File: src/rtl/hdmi_ts_pkg.sv
// Shared definitions for the video-over-UDP line writer: datain field positions,
// packet geometry and FSM encoding.
package hdmi_ts_pkg;

  localparam int DW_HALF = 27;
  localparam int DW_Y_HI = 26;
  localparam int DW_Y_LO = 16;

  localparam int PIX_PER_PKT_DEF = 640;

  typedef enum logic [1:0] {
    ST_IDLE  = 2'd0,
    ST_RECV  = 2'd1,
    ST_CLOSE = 2'd2
  } wr_state_t;

endpackage

File: src/rtl/sat_counter.sv
// Saturating event counter; updates 1 cycle after inc, holds at all-ones.
// No backpressure: inc is a single-cycle strobe that is never refused.
module sat_counter #(
  parameter int W = 16
) (
  input  logic         clk,
  input  logic         rst,
  input  logic         inc,
  output logic [W-1:0] cnt
);

  logic [W-1:0] cnt_q;
  logic [W-1:0] cnt_d;

  always_comb begin
    cnt_d = cnt_q;
    if (inc && (cnt_q != {W{1'b1}})) cnt_d = cnt_q + {{(W-1){1'b0}}, 1'b1};
  end

  always_ff @(posedge clk) begin
    if (rst) cnt_q <= '0;
    else     cnt_q <= cnt_d;
  end

  assign cnt = cnt_q;

endmodule

File: src/rtl/gmii_line_writer.sv
// Writes received pixel words into a ping-pong line RAM, 1-cycle write latency, and
// flags complete lines; no backpressure: the receiver stream is accepted unconditionally.
module gmii_line_writer
  import hdmi_ts_pkg::*;
#(
  parameter int PIX_PER_PKT = PIX_PER_PKT_DEF,
  parameter int LINE_W      = 11,
  parameter int ERR_W       = 16
) (
  input  logic              clk125,
  input  logic              sys_rst,
  input  logic [28:0]       datain,
  input  logic              recv_en,
  input  logic              packet_en,
  output logic              ram_we,
  output logic [11:0]       ram_addr,
  output logic [15:0]       ram_din,
  output logic              line_done,
  output logic [LINE_W-1:0] line_num,
  output logic [ERR_W-1:0]  short_cnt,
  output logic [ERR_W-1:0]  drop_cnt
);

  localparam logic [9:0] PIX_MAX = 10'(PIX_PER_PKT);

  wr_state_t         state_q, state_d;
  logic [9:0]        pix_q, pix_d;
  logic              half_q, half_d;
  logic [LINE_W-1:0] cur_y_q, cur_y_d;
  logic [LINE_W-1:0] trk_y_q, trk_y_d;
  logic [1:0]        half_ok_q, half_ok_d;
  logic              pkt_en_q;
  logic              rise_pend_q, rise_pend_d;
  logic              ram_we_q, ram_we_d;
  logic [11:0]       ram_addr_q, ram_addr_d;
  logic [15:0]       ram_din_q, ram_din_d;
  logic              line_done_q, line_done_d;
  logic [LINE_W-1:0] line_num_q, line_num_d;

  logic       pkt_rise, pkt_fall;
  logic       short_inc, drop_inc;
  logic [1:0] ok_base, ok_new;
  logic       unused_rsvd;

  assign pkt_rise    = packet_en & ~pkt_en_q;
  assign pkt_fall    = ~packet_en & pkt_en_q;
  assign unused_rsvd = datain[28];

  always_comb begin
    state_d     = state_q;
    pix_d       = pix_q;
    half_d      = half_q;
    cur_y_d     = cur_y_q;
    trk_y_d     = trk_y_q;
    half_ok_d   = half_ok_q;
    rise_pend_d = 1'b0;
    ram_we_d    = 1'b0;
    ram_addr_d  = ram_addr_q;
    ram_din_d   = ram_din_q;
    line_done_d = 1'b0;
    line_num_d  = line_num_q;
    short_inc   = 1'b0;
    drop_inc    = 1'b0;
    ok_base     = half_ok_q;
    ok_new      = half_ok_q;

    case (state_q)
      ST_IDLE: begin
        if (pkt_rise || rise_pend_q) begin
          state_d = ST_RECV;
          pix_d   = '0;
        end
      end
      ST_RECV: begin
        if (recv_en) begin
          half_d  = datain[DW_HALF];
          cur_y_d = LINE_W'(datain[DW_Y_HI:DW_Y_LO]);
          if (pix_q < PIX_MAX) begin
            ram_we_d   = 1'b1;
            ram_addr_d = {datain[DW_Y_LO], datain[DW_HALF], pix_q};
            ram_din_d  = datain[15:0];
            pix_d      = pix_q + 10'd1;
          end
        end
        if (pkt_fall) state_d = ST_CLOSE;
      end
      ST_CLOSE: begin
        state_d     = ST_IDLE;
        // An edge seen here would be lost by the delayed-copy detector in IDLE.
        rise_pend_d = pkt_rise;
        if ((cur_y_q != trk_y_q) && (half_ok_q != 2'b00)) begin
          drop_inc = 1'b1;
          ok_base  = 2'b00;
        end
        trk_y_d = cur_y_q;
        ok_new  = ok_base;
        if (pix_q == PIX_MAX) ok_new = ok_base | (2'b01 << half_q);
        else                  short_inc = 1'b1;
        if (ok_new == 2'b11) begin
          line_done_d = 1'b1;
          line_num_d  = cur_y_q;
          half_ok_d   = 2'b00;
        end else begin
          half_ok_d   = ok_new;
        end
      end
      default: state_d = ST_IDLE;
    endcase
  end

  always_ff @(posedge clk125) begin
    // Tracks packet_en through reset so a packet already in flight is not seen as new.
    pkt_en_q <= packet_en;
    if (sys_rst) begin
      state_q     <= ST_IDLE;
      pix_q       <= '0;
      half_q      <= 1'b0;
      cur_y_q     <= '0;
      trk_y_q     <= '0;
      half_ok_q   <= 2'b00;
      rise_pend_q <= 1'b0;
      ram_we_q    <= 1'b0;
      ram_addr_q  <= '0;
      ram_din_q   <= '0;
      line_done_q <= 1'b0;
      line_num_q  <= '0;
    end else begin
      state_q     <= state_d;
      pix_q       <= pix_d;
      half_q      <= half_d;
      cur_y_q     <= cur_y_d;
      trk_y_q     <= trk_y_d;
      half_ok_q   <= half_ok_d;
      rise_pend_q <= rise_pend_d;
      ram_we_q    <= ram_we_d;
      ram_addr_q  <= ram_addr_d;
      ram_din_q   <= ram_din_d;
      line_done_q <= line_done_d;
      line_num_q  <= line_num_d;
    end
  end

  sat_counter #(.W(ERR_W)) u_short_cnt (
    .clk (clk125),
    .rst (sys_rst),
    .inc (short_inc),
    .cnt (short_cnt)
  );

  sat_counter #(.W(ERR_W)) u_drop_cnt (
    .clk (clk125),
    .rst (sys_rst),
    .inc (drop_inc),
    .cnt (drop_cnt)
  );

  assign ram_we    = ram_we_q;
  assign ram_addr  = ram_addr_q;
  assign ram_din   = ram_din_q;
  assign line_done = line_done_q;
  assign line_num  = line_num_q;

endmodule

File: config.mk
export PLATFORM = sky130hd
export DESIGN_NAME = gmii_line_writer
export DESIGN_NICKNAME = d
export VERILOG_FILES = /design/src/rtl/hdmi_ts_pkg.sv /design/src/rtl/sat_counter.sv /design/src/rtl/gmii_line_writer.sv
export SDC_FILE = /design/constraint.sdc
export NUM_CORES = 1
export LEC_CHECK = 0
export BUFFER_PORTS_ARGS = -buffer_cell sky130_fd_sc_hd__clkbuf_2
export CAP_MARGIN = 20
export CELL_PAD_IN_SITES_DETAIL_PLACEMENT = 0
export CELL_PAD_IN_SITES_GLOBAL_PLACEMENT = 2
export CORE_MARGIN = 3
export CORE_UTILIZATION = 33
export DETAILED_ROUTE_END_ITERATION = 10
export PLACE_DENSITY_LB_ADDON = 0.1
export REMOVE_ABC_BUFFERS = 1
export SLEW_MARGIN = 15
export SYNTH_ARGS = -nofsm -noshare
export SYNTH_HDL_FRONTEND = slang
export SYNTH_SLANG_ARGS = --single-unit
File: constraint.sdc
create_clock -name clk125 -period 3.84 [get_ports clk125]
set_clock_uncertainty 0.15 [all_clocks]
set_input_delay 0.96 -clock clk125 [delete_from_list [all_inputs] [get_ports clk125]]
set_output_delay 0.96 -clock clk125 [all_outputs]
set_load 0.05 [all_outputs]
==> key figures, run 1 <==
Run status
  • Status: finished clean

Synth
  • Netlist Area Pre-Place: 0.00457 mm²
  • Unique masters post-synth: 42
  • Yosys warnings: 0
  • Async set-or-reset flop fraction in the synthesized netlist: 0
  • Mean Syn Cell Area: 8.33 µm²
  • Cells after Synth: 549
  • Post-synth EDFFs: 0
  • Register area share after synthesis: 0.490
  • Number of synthesized register bits: 112
  • Main synth FF type: dfxtp_1

STA
  • Setup TNS: 0 ns
  • Crit path time final: 2.62 ns
  • Final Hold Fails: 0
  • Final Max Slew Viols: 0
  • Slew margin rel.: 0.522
  • Pin slew with the least headroom to its limit: 0.711 ns
  • Tcrit/Tclk final: 0.682
  • Final setup violation count: 0
  • RSZ-0062 raised after global routing: false
  • Max Freq: 382 MHz

Floorplan
  • Die X: 124 µm
  • Die ar.: 0.0153 mm²
  • Row count: 42
  • Area of the core: 0.0134 mm²
  • Initial Util: 0.341
  • IO Pins: 106
  • Die height: 124 µm

Global routing
  • Vias in the first global route: 3619
  • Tot GR Track Use: 0.147
  • Pin count of the biggest net entering global routing: 56
  • GRT overflow: 0
  • Antenna violations before repair: 0
  • First-pass GRT wire length: 17700 µm

Critical path
  • Worst flop-to-flop path endpoint: line_num[2]
  • R2r worst-path depth: 8
  • Largest stage delay on the critical path: 0.58 ns
  • CP endpoint kind: flip-flop
  • CP required: 3.91 ns
  • Worst Setup Start Kind: flip-flop
  • Critical path arrival: 2.69 ns
  • Setup Crit Path Kind: flip-flop to flip-flop
  • Critical R2R Launch: pix_q[0]
  • Slowest stage cell, crit path: a211o_1
  • Max FO, Critical Path: 12
  • Register-to-register setup slack: 1.22 ns
  • Cell Chain, Critical Path: inv_1 > ha_1 > or4b_4 > nor3_4 > nand3_1 > a211o_1 > mux2i_1 > nor2_1
  • Critical path launch point: pix_q[0]

Route
  • Antenna-violating nets left: 0
  • DRT iter0 DRCs: 240
  • Drc violations: 0
  • Per-cell routed wire length: 13.6 µm
  • Final wirelength: 11200 µm
  • Via density: 4.84
  • Drt first pass iters: 4
  • Via count: 3995

Power
  • Combinational share of power: 0.054
  • Power per cell area: 405 mW/mm²
  • Total power draw: 0.00225 W
  • Switching pwr: 0.000505 W
  • Leak: 2.27 nW
  • Seq pwr share: 0.525
  • Clk network pwr share: 0.421
  • Peak VDD IR: 0.000286 V
  • Sw Share: 0.224
  • P_int: 0.00175 W

Placed design
  • HPWL Detailed: 7720 µm
  • GPL Wtd Cong: 0.799
  • Placed cells: 809
  • # port buffers: 104

Clock tree
  • CTS root buf: clkbuf_16
  • Clock network latency to the later pin of the worst-skew pair: 0.35 ns
  • CTS Buffer Depth: 2
  • H-tree depth: 3
  • Hold buffers post-CTS: 0
  • Clock buffer count from CTS: 9
  • Sink Count: 112
  • CTS tree: done
  • Reg clk slew, reported paths: 0.07 ns
  • Number of gates resized after CTS: 0
  • Setup Buffers After CTS: 0

Finish
  • Sequential cell area: 0.00224 mm²
  • Combined area of the multi-input logic cells: 0.00219 mm²
  • Final std cells w/o fill: 825
  • # fillers: 1401
  • Final #Nets: 681
  • Area growth from synthesis to layout: 21.6%
  • # diodes: 0
  • Layout cell share with drive strength beyond 1: 0.200

Min path
  • Hold Path Class: flip-flop to flip-flop
  • Worst Hold End: ram_din[0]
  • Hold Crit Depth: 2
  • Worst Hold Launch: ram_din[0]

Job
  • Max-cap violation count: 0
[cells in the final DEF (no fill, tap or decap), types with 12 or more instances in the layout]
cell type,count
a21oi_1,68
clkbuf_2,103
dfxtp_1,112
mux2i_1,12
nand2_1,118
nand3_1,19
nand4_1,13
nor2_1,50
o21ai_0,16
or3_1,12
xor2_1,26
[synth_stat cells, types with 3 or more instances]
library cell / number / area share
nand2_1: 118 / 0.097
dfxtp_1: 112 / 0.49
a21oi_1: 68 / 0.074
nor2_1: 50 / 0.041
xor2_1: 26 / 0.050
clkbuf_1: 22 / 0.018
nand3_1: 19 / 0.021
o21ai_0: 16 / 0.018
nand4_1: 13 / 0.018
mux2i_1: 12 / 0.026
or3_1: 12 / 0.016
inv_1: 9 / 0.0074
and3_1: 7 / 0.0096
nor3_1: 7 / 0.0077
xnor2_1: 7 / 0.013
and2_1: 6 / 0.0082
nor2b_1: 5 / 0.0068
ha_1: 4 / 0.011
nand2b_1: 4 / 0.0055
o31ai_1: 3 / 0.0049
[worst max-delay path by stage]
stage	endpoint	slack [ns]	cells past startpoint
after floorplan	u_short_cnt.cnt[15]	1.33	6
after global placement	pix_q[7]	1.20	7
after detailed placement	pix_q[5]	1.19	7
after CTS	line_num[2]	1.20	8
after global routing	line_num[4]	1.07	8
final	line_num[2]	1.22	8
[through the flow]
stage                     cell area (µm²)   util  hold slack (ns)  worst slack [ns]
final                                5560  0.415            0.303              1.22
after CTS                            5560  0.415            0.305              1.20
after global placement               5260  0.393            0.292              1.20
after global routing                 5560  0.415            0.324              1.07
after floorplan                      4470      -            0.292              1.33
after detailed placement             5260  0.393            0.295              1.19
[kinds of logic after synthesis]
| logic type | after synthesis | share of synthesized area |
|---|---|---|
| xor gates and xnor gates | 33 | 0.0632 |
| buffers and inverters | 34 | 0.0301 |
| DFF | 112 | 0.490 |
| and+or+nand+nor | 250 | 0.250 |
| adders and majority gates | 4 | 0.0109 |
| muxes | 13 | 0.0287 |
| AOI/OAI and AO/OA | 103 | 0.127 |
[worst max-delay path: cells and delay by family (launching register included)]
kind                     cells  cell delay, ns
AND/OR/NAND/NOR              4            0.94
AO/OA/AOI/OAI                1            0.58
flip-flops                   1            0.35
multiplexers                 1            0.25
adder cells (fa/ha/maj)      1            0.13
buffers and inverters        1            0.09
[routing by layer]
metal | track usage | wire length, µm | vias up
met5 | 0 | 0 | -
met4 | 0.0519 | 165 | 0
met3 | 0.0445 | 600 | 13
met2 | 0.236 | 5180 | 68
met1 | 0.188 | 5270 | 1850
li1 | - | - | 2064
[flip-flops by register name, summed over array words and instances, names as in the netlist]
register / flops
u_drop_cnt.cnt: 16
rise_pend_q: 1
half_q: 1
ram_addr: 12
ram_din: 16
pix_q: 10
state_q: 2
line_num: 11
ram_we: 1
cur_y_q: 11
pkt_en_q: 1
trk_y_q: 11
line_done: 1
half_ok_q: 2
u_short_cnt.cnt: 16
[power by group through the flow]
stage               clock, W  sequential, W  combinational [W]
global route         0.00103        0.00118           0.000135
global placement           0        0.00121           0.000124
detailed placement         0        0.00121           0.000124
CTS                 0.000987        0.00118           0.000125
finish              0.000949        0.00118           0.000122
floorplan                  0        0.00123          0.0000410
[final cells by class]
class                      count  share of cell area
sequential                   112               0.403
inverter                       9             0.00607
clock buffer                  13              0.0468
timing repair buffer         109               0.103
tap                          176              0.0396
clock inverter                 3             0.00720
multi-input combinational    403               0.394
Note: power is estimated with default switching activity, not from simulation.
==> run 2, diff against run 1 <==
--- a/config.mk
+++ b/config.mk
@@ -10,7 +10,7 @@
 export CELL_PAD_IN_SITES_DETAIL_PLACEMENT = 0
 export CELL_PAD_IN_SITES_GLOBAL_PLACEMENT = 2
 export CORE_MARGIN = 3
-export CORE_UTILIZATION = 33
+export CORE_UTILIZATION = 28
 export DETAILED_ROUTE_END_ITERATION = 10
 export PLACE_DENSITY_LB_ADDON = 0.1
 export REMOVE_ABC_BUFFERS = 1
==> constraint.sdc (replaced) <==
create_clock -name clk125 -period 2.2 [get_ports clk125]
set_clock_uncertainty 0.15 [all_clocks]
set_input_delay 0.55 -clock clk125 [delete_from_list [all_inputs] [get_ports clk125]]
set_output_delay 0.55 -clock clk125 [all_outputs]
set_load 0.05 [all_outputs]
==> run 2 against run 1 <==
Net effect: the flow now finishes with violations (negative setup slack); sequential share of layout area decreased by 2.9 points; fmax increased by 15%; sequential power increased by 75%; non-clock buffer count increased by 48; global-route usage decreased by 0.98 points; critical endpoint is now line_num[1].
==> key figures, run 2 (synthesis results as in run 1) <==
STA
  • Crit path time final: 2.28 ns
  • Slew margin rel.: 0.602
  • Max Freq: 438 MHz
  • Final Max Slew Viols: 0
  • Final Hold Fails: 0
  • Final setup violation count: 11
  • RSZ-0062 raised after global routing: true
  • Pin slew with the least headroom to its limit: 0.593 ns
  • PnR worst setup slack: -0.0811 ns
  • Tcrit/Tclk final: 1.04

Clock tree
  • CTS Buffer Depth: 2
  • Clock network latency to the later pin of the worst-skew pair: 0.35 ns
  • Reg clk slew, reported paths: 0.07 ns
  • Clock buffer count from CTS: 9
  • Hold buffers post-CTS: 0
  • H-tree depth: 3
  • CTS tree: done
  • Sink Count: 112
  • CTS root buf: clkbuf_16

Finish
  • Most common cell after layout, fill and taps aside: nand2_1
  • Final core occ: 0.376
  • Final #Nets: 729
  • # diodes: 0
  • Layout cell share with drive strength beyond 1: 0.269
  • Most frequent cells in the layout: nand2_1 (116), dfxtp_1 (110), clkbuf_2 (103)
  • Final instance area: 0.00600 mm²
  • Area growth from synthesis to layout: 31.1%

Critical path
  • Largest stage delay on the critical path: 0.52 ns
  • Slowest stage cell, crit path: or4b_4
  • CP required: 2.27 ns
  • Setup Crit Path Kind: flip-flop to flip-flop
  • Max FO, Critical Path: 12
  • CP endpoint kind: flip-flop
  • Cell Chain, Critical Path: inv_2 > ha_1 > or4b_4 > nor4_4 > o21ai_1 > a211o_1 > buf_12 > mux2i_1 > nor2_1
  • Critical path arrival: 2.35 ns
  • Worst Setup Start Kind: flip-flop

Power
  • Power per cell area: 635 mW/mm²
  • Combinational share of power: 0.065
  • Peak VDD IR: 0.000373 V
  • P_int: 0.00289 W
  • Seq pwr share: 0.541
  • Leak: 2.50 nW
  • Switching pwr: 0.000917 W
  • Clk network pwr share: 0.394
  • Sw Share: 0.241

Min path
  • Hold Path Class: primary input to flip-flop

Global routing
  • Pin count of the biggest net entering global routing: 39
  • Vias in the first global route: 4023
  • First-pass GRT wire length: 20000 µm
  • Tot GR Track Use: 0.138
  • GRT overflow: 0
  • Antenna violations before repair: 0

Floorplan
  • Die X: 134 µm
  • Die ar.: 0.0179 mm²
  • Area of the core: 0.0159 mm²
  • Initial Util: 0.287
  • Row count: 46
  • IO Pins: 106
  • Die height: 134 µm

Run status
  • Status: finished, violations left
  • Failing checks: negative setup slack

Route
  • Via density: 4.52
  • Final wirelength: 12100 µm
  • Per-cell routed wire length: 13.2 µm
  • Antenna-violating nets left: 0
  • Drc violations: 0
  • Via count: 4122
  • DRT iter0 DRCs: 237
  • Drt first pass iters: 4

Job
  • Max-cap violation count: 0

Placed design
  • GPL Wtd Cong: 0.734
  • Post-placement cell area: 0.00564 mm²
  • HPWL Detailed: 8420 µm
  • # port buffers: 104
  • Dpl ws: -0.164 ns
==> run 2: layout make-up <==
type / instances / area, µm²
multi-input cells: 403 / 2250
well taps: 216 / 270
inverters: 9 / 33.8
flip-flops and latches: 112 / 2240
clock inverters: 4 / 22.5
fillers: 1727 / 9950
repair buffers: 157 / 937
clock buffers: 11 / 233
==> run 2: worst max-delay path: cells and delay by family, from the launching register on <==
family          cells  cell delay (ns)
simple gates        3             0.75
compound gates      2             0.44
flops               1             0.33
buf+inv             2             0.22
mux                 1             0.14
fa+ha+maj           1             0.13
==> run 2: path summary, 6_finish.rpt <==
check                from           end  slack, ns  depth (start not counted)
max              pix_q[0]   line_num[1]      -0.08                          9
min reg2reg  ram_addr[10]  ram_addr[10]       0.31                          2
max reg2reg      pix_q[0]   line_num[1]      -0.08                          9
min             packet_en      pkt_en_q       0.19                          1
==> run 2: timing repair <==
action | 4_1_cts | 5_1_grt
buffers inserted | 0 | 4
resized for setup | 3 | 11
setup endpoints to repair | 25 | 28
pin swaps | 2 | 7
==> run 2: routing by layer <==
layer	share of wire	global-route usage	vias to the layer above
met4	0.015	0.0497	0
met2	0.46	0.223	76
met3	0.057	0.0349	12
met5	0	0	-
li1	-	-	2150
met1	0.47	0.178	1884
==> run 2: stage by stage <==
stage | cells | hold WS [ns] | power [W] | TNS, ns
6_report | 912 | 0.190 | 0.00380 | -0.758
2_1_floorplan | 524 | 0.292 | 0.00222 | -2.83
3_5_place_dp | 893 | 0.300 | 0.00236 | -1.99
4_1_cts | 908 | 0.174 | 0.00389 | -0.871
5_1_grt | 912 | 0.179 | 0.00399 | -2.49
3_3_place_gp | 893 | 0.292 | 0.00236 | -1.51
==> run 2: power by group through the flow <==
| stage | combinational (W) | sequential [W] | clock (W) |
|---|---|---|---|
| floorplan | 0.0000716 | 0.00215 | 0 |
| global placement | 0.000249 | 0.00211 | 0 |
| detailed placement | 0.000251 | 0.00211 | 0 |
| CTS | 0.000252 | 0.00206 | 0.00158 |
| global route | 0.000277 | 0.00206 | 0.00165 |
| finish | 0.000248 | 0.00206 | 0.00150 |
==> run 3, diff against run 2 <==
--- a/config.mk
+++ b/config.mk
@@ -7,7 +7,7 @@
 export LEC_CHECK = 0
 export BUFFER_PORTS_ARGS = -buffer_cell sky130_fd_sc_hd__clkbuf_2
 export CAP_MARGIN = 20
-export CELL_PAD_IN_SITES_DETAIL_PLACEMENT = 0
+export CELL_PAD_IN_SITES_DETAIL_PLACEMENT = 1
 export CELL_PAD_IN_SITES_GLOBAL_PLACEMENT = 2
 export CORE_MARGIN = 3
 export CORE_UTILIZATION = 28
==> run 3 against run 2 <==
Net effect: the flow still finishes with violations (negative setup slack); setup slack worse by 0.0075 ns; clock power rose by 9%; power up 3.7%; critical path depth is the same; non-clock buffer count grew 2; core utilization rose by 0.64 points; die area stayed put; hold slack lost 0.011 ns; fmax fell by 0.33%; largest cell class unchanged.
==> key figures, run 3 (synthesis results as in run 1) <==
Route
  • Via count: 4263
  • Per-cell routed wire length: 14.2 µm
  • Antenna-violating nets left: 0
  • DRT iter0 DRCs: 131
  • Final wirelength: 13000 µm
  • Drt first pass iters: 4
  • Drc violations: 0
  • Via density: 4.66

Power
  • Peak VDD IR: 0.000358 V
  • Power per cell area: 647 mW/mm²
  • Leak: 2.54 nW
  • Total power draw: 0.00395 W

Clock tree
  • Hold buffers post-CTS: 0
  • CTS tree: done
  • Reg clk slew, reported paths: 0.07 ns
  • CTS Buffer Depth: 2
  • CTS root buf: clkbuf_16
  • H-tree depth: 3
  • Sink Count: 112
  • Clock buffer count from CTS: 9
  • Clock network latency to the later pin of the worst-skew pair: 0.35 ns

Global routing
  • First-pass GRT wire length: 21600 µm
  • Vias in the first global route: 4382
  • Antenna violations before repair: 0
  • Tot GR Track Use: 0.147
  • GRT overflow: 0
  • Pin count of the biggest net entering global routing: 39

STA
  • Tcrit/Tclk final: 1.04
  • Setup TNS: -0.889 ns
  • Final Hold Fails: 0
  • PnR worst setup slack: -0.0886 ns
  • Crit path time final: 2.29 ns
  • Final Max Slew Viols: 0
  • RSZ-0062 raised after global routing: true
  • Final setup violation count: 16
  • Hold slack: 0.179 ns
  • Max Freq: 437 MHz
  • Pin slew with the least headroom to its limit: 0.609 ns
  • Slew margin rel.: 0.593

Finish
  • Area growth from synthesis to layout: 33.4%
  • Most frequent cells in the layout: nand2_1 (115), dfxtp_1 (111), clkbuf_2 (103)
  • Final #Nets: 731
  • Most common cell after layout, fill and taps aside: nand2_1
  • # fillers: 1952
  • # diodes: 0
  • Layout cell share with drive strength beyond 1: 0.278

Placed design
  • Dpl ws: -0.208 ns
  • GPL Wtd Cong: 0.734
  • # port buffers: 104
  • HPWL Detailed: 9190 µm

Floorplan
  • Die height: 134 µm
  • Die X: 134 µm
  • Die ar.: 0.0179 mm²
  • IO Pins: 106
  • Area of the core: 0.0159 mm²
  • Initial Util: 0.287
  • Row count: 46

Critical path
  • CP required: 2.27 ns
  • Worst flop-to-flop path endpoint: line_num[10]
  • R2r worst-path depth: 9
  • Critical R2R Launch: pix_q[0]
  • CP endpoint kind: flip-flop
  • Critical path launch point: pix_q[0]
  • Critical Path End: line_num[10]
  • Max FO, Critical Path: 12
  • Critical path arrival: 2.36 ns
  • Worst Setup Start Kind: flip-flop
  • Register-to-register setup slack: -0.09 ns
  • Setup Crit Path Kind: flip-flop to flip-flop

Run status
  • Status: finished, violations left
  • Failing checks: negative setup slack

Job
  • Max-cap violation count: 0

Min path
  • Hold Path Class: primary input to flip-flop
  • Worst Hold Launch: packet_en
## run 3: area by class of cell
class / instances / area, µm² / share of cell area
Multi-Input combinational cell: 403 / 2300 / 0.378
Sequential cell: 112 / 2240 / 0.368
Timing Repair Buffer: 159 / 960 / 0.157
Tap cell: 216 / 270 / 0.0443
Clock buffer: 12 / 246 / 0.0404
Clock inverter: 3 / 42.5 / 0.00698
Inverter: 9 / 33.8 / 0.00554
## run 3: how the worst min path moves through the flow
stage                   to  cells after the start
2_1_floorplan   trk_y_q[0]                      2
3_5_place_dp   ram_addr[6]                      2
5_1_grt           pkt_en_q                      1
4_1_cts           pkt_en_q                      1
3_3_place_gp   ram_din[14]                      2
6_report          pkt_en_q                      1
## run 3: metal layers
metal,part of all wire,up-vias,global-route usage
met5,0,-,0
met4,0.011,0,0.0389
met3,0.056,14,0.0465
met2,0.49,75,0.254
met1,0.45,2026,0.177
li1,-,2148,-
## run 3: per-stage QoR
step           instances  area (µm²)  utilization
2_1_floorplan        524        4470            -
3_3_place_gp         893        5640        0.354
3_5_place_dp         893        5640        0.354
4_1_cts              909        5960        0.374
5_1_grt              914        6100        0.383
6_report             914        6100        0.383
## run 3: power by group
group / internal [W] / switching [W] / leakage, nW
clock network: 0.000908 / 0.000726 / 0.139
logic: 0.0000829 / 0.000169 / 1.50
registers: 0.00205 / 0.0000129 / 0.904
total: 0.00304 / 0.000908 / 2.54
## run 3: critical path, stage by stage (launching register included)
cell and delay, ns:
dfxtp_2 0.33, inv_2 0.05, ha_1 0.13, or4b_4 0.52, nor4_4 0.17, o21ai_1 0.09
a211o_1 0.34, buf_12 0.17, mux2i_1 0.16, nor2_1 0.05
## run 3: what timing repair did
item,in CTS,in global routing
gates resized for setup,3,21
buffers inserted,1,5
endpoints found under the setup margin,26,29
pin swaps,2,17
endpoints found under the hold margin,0,0
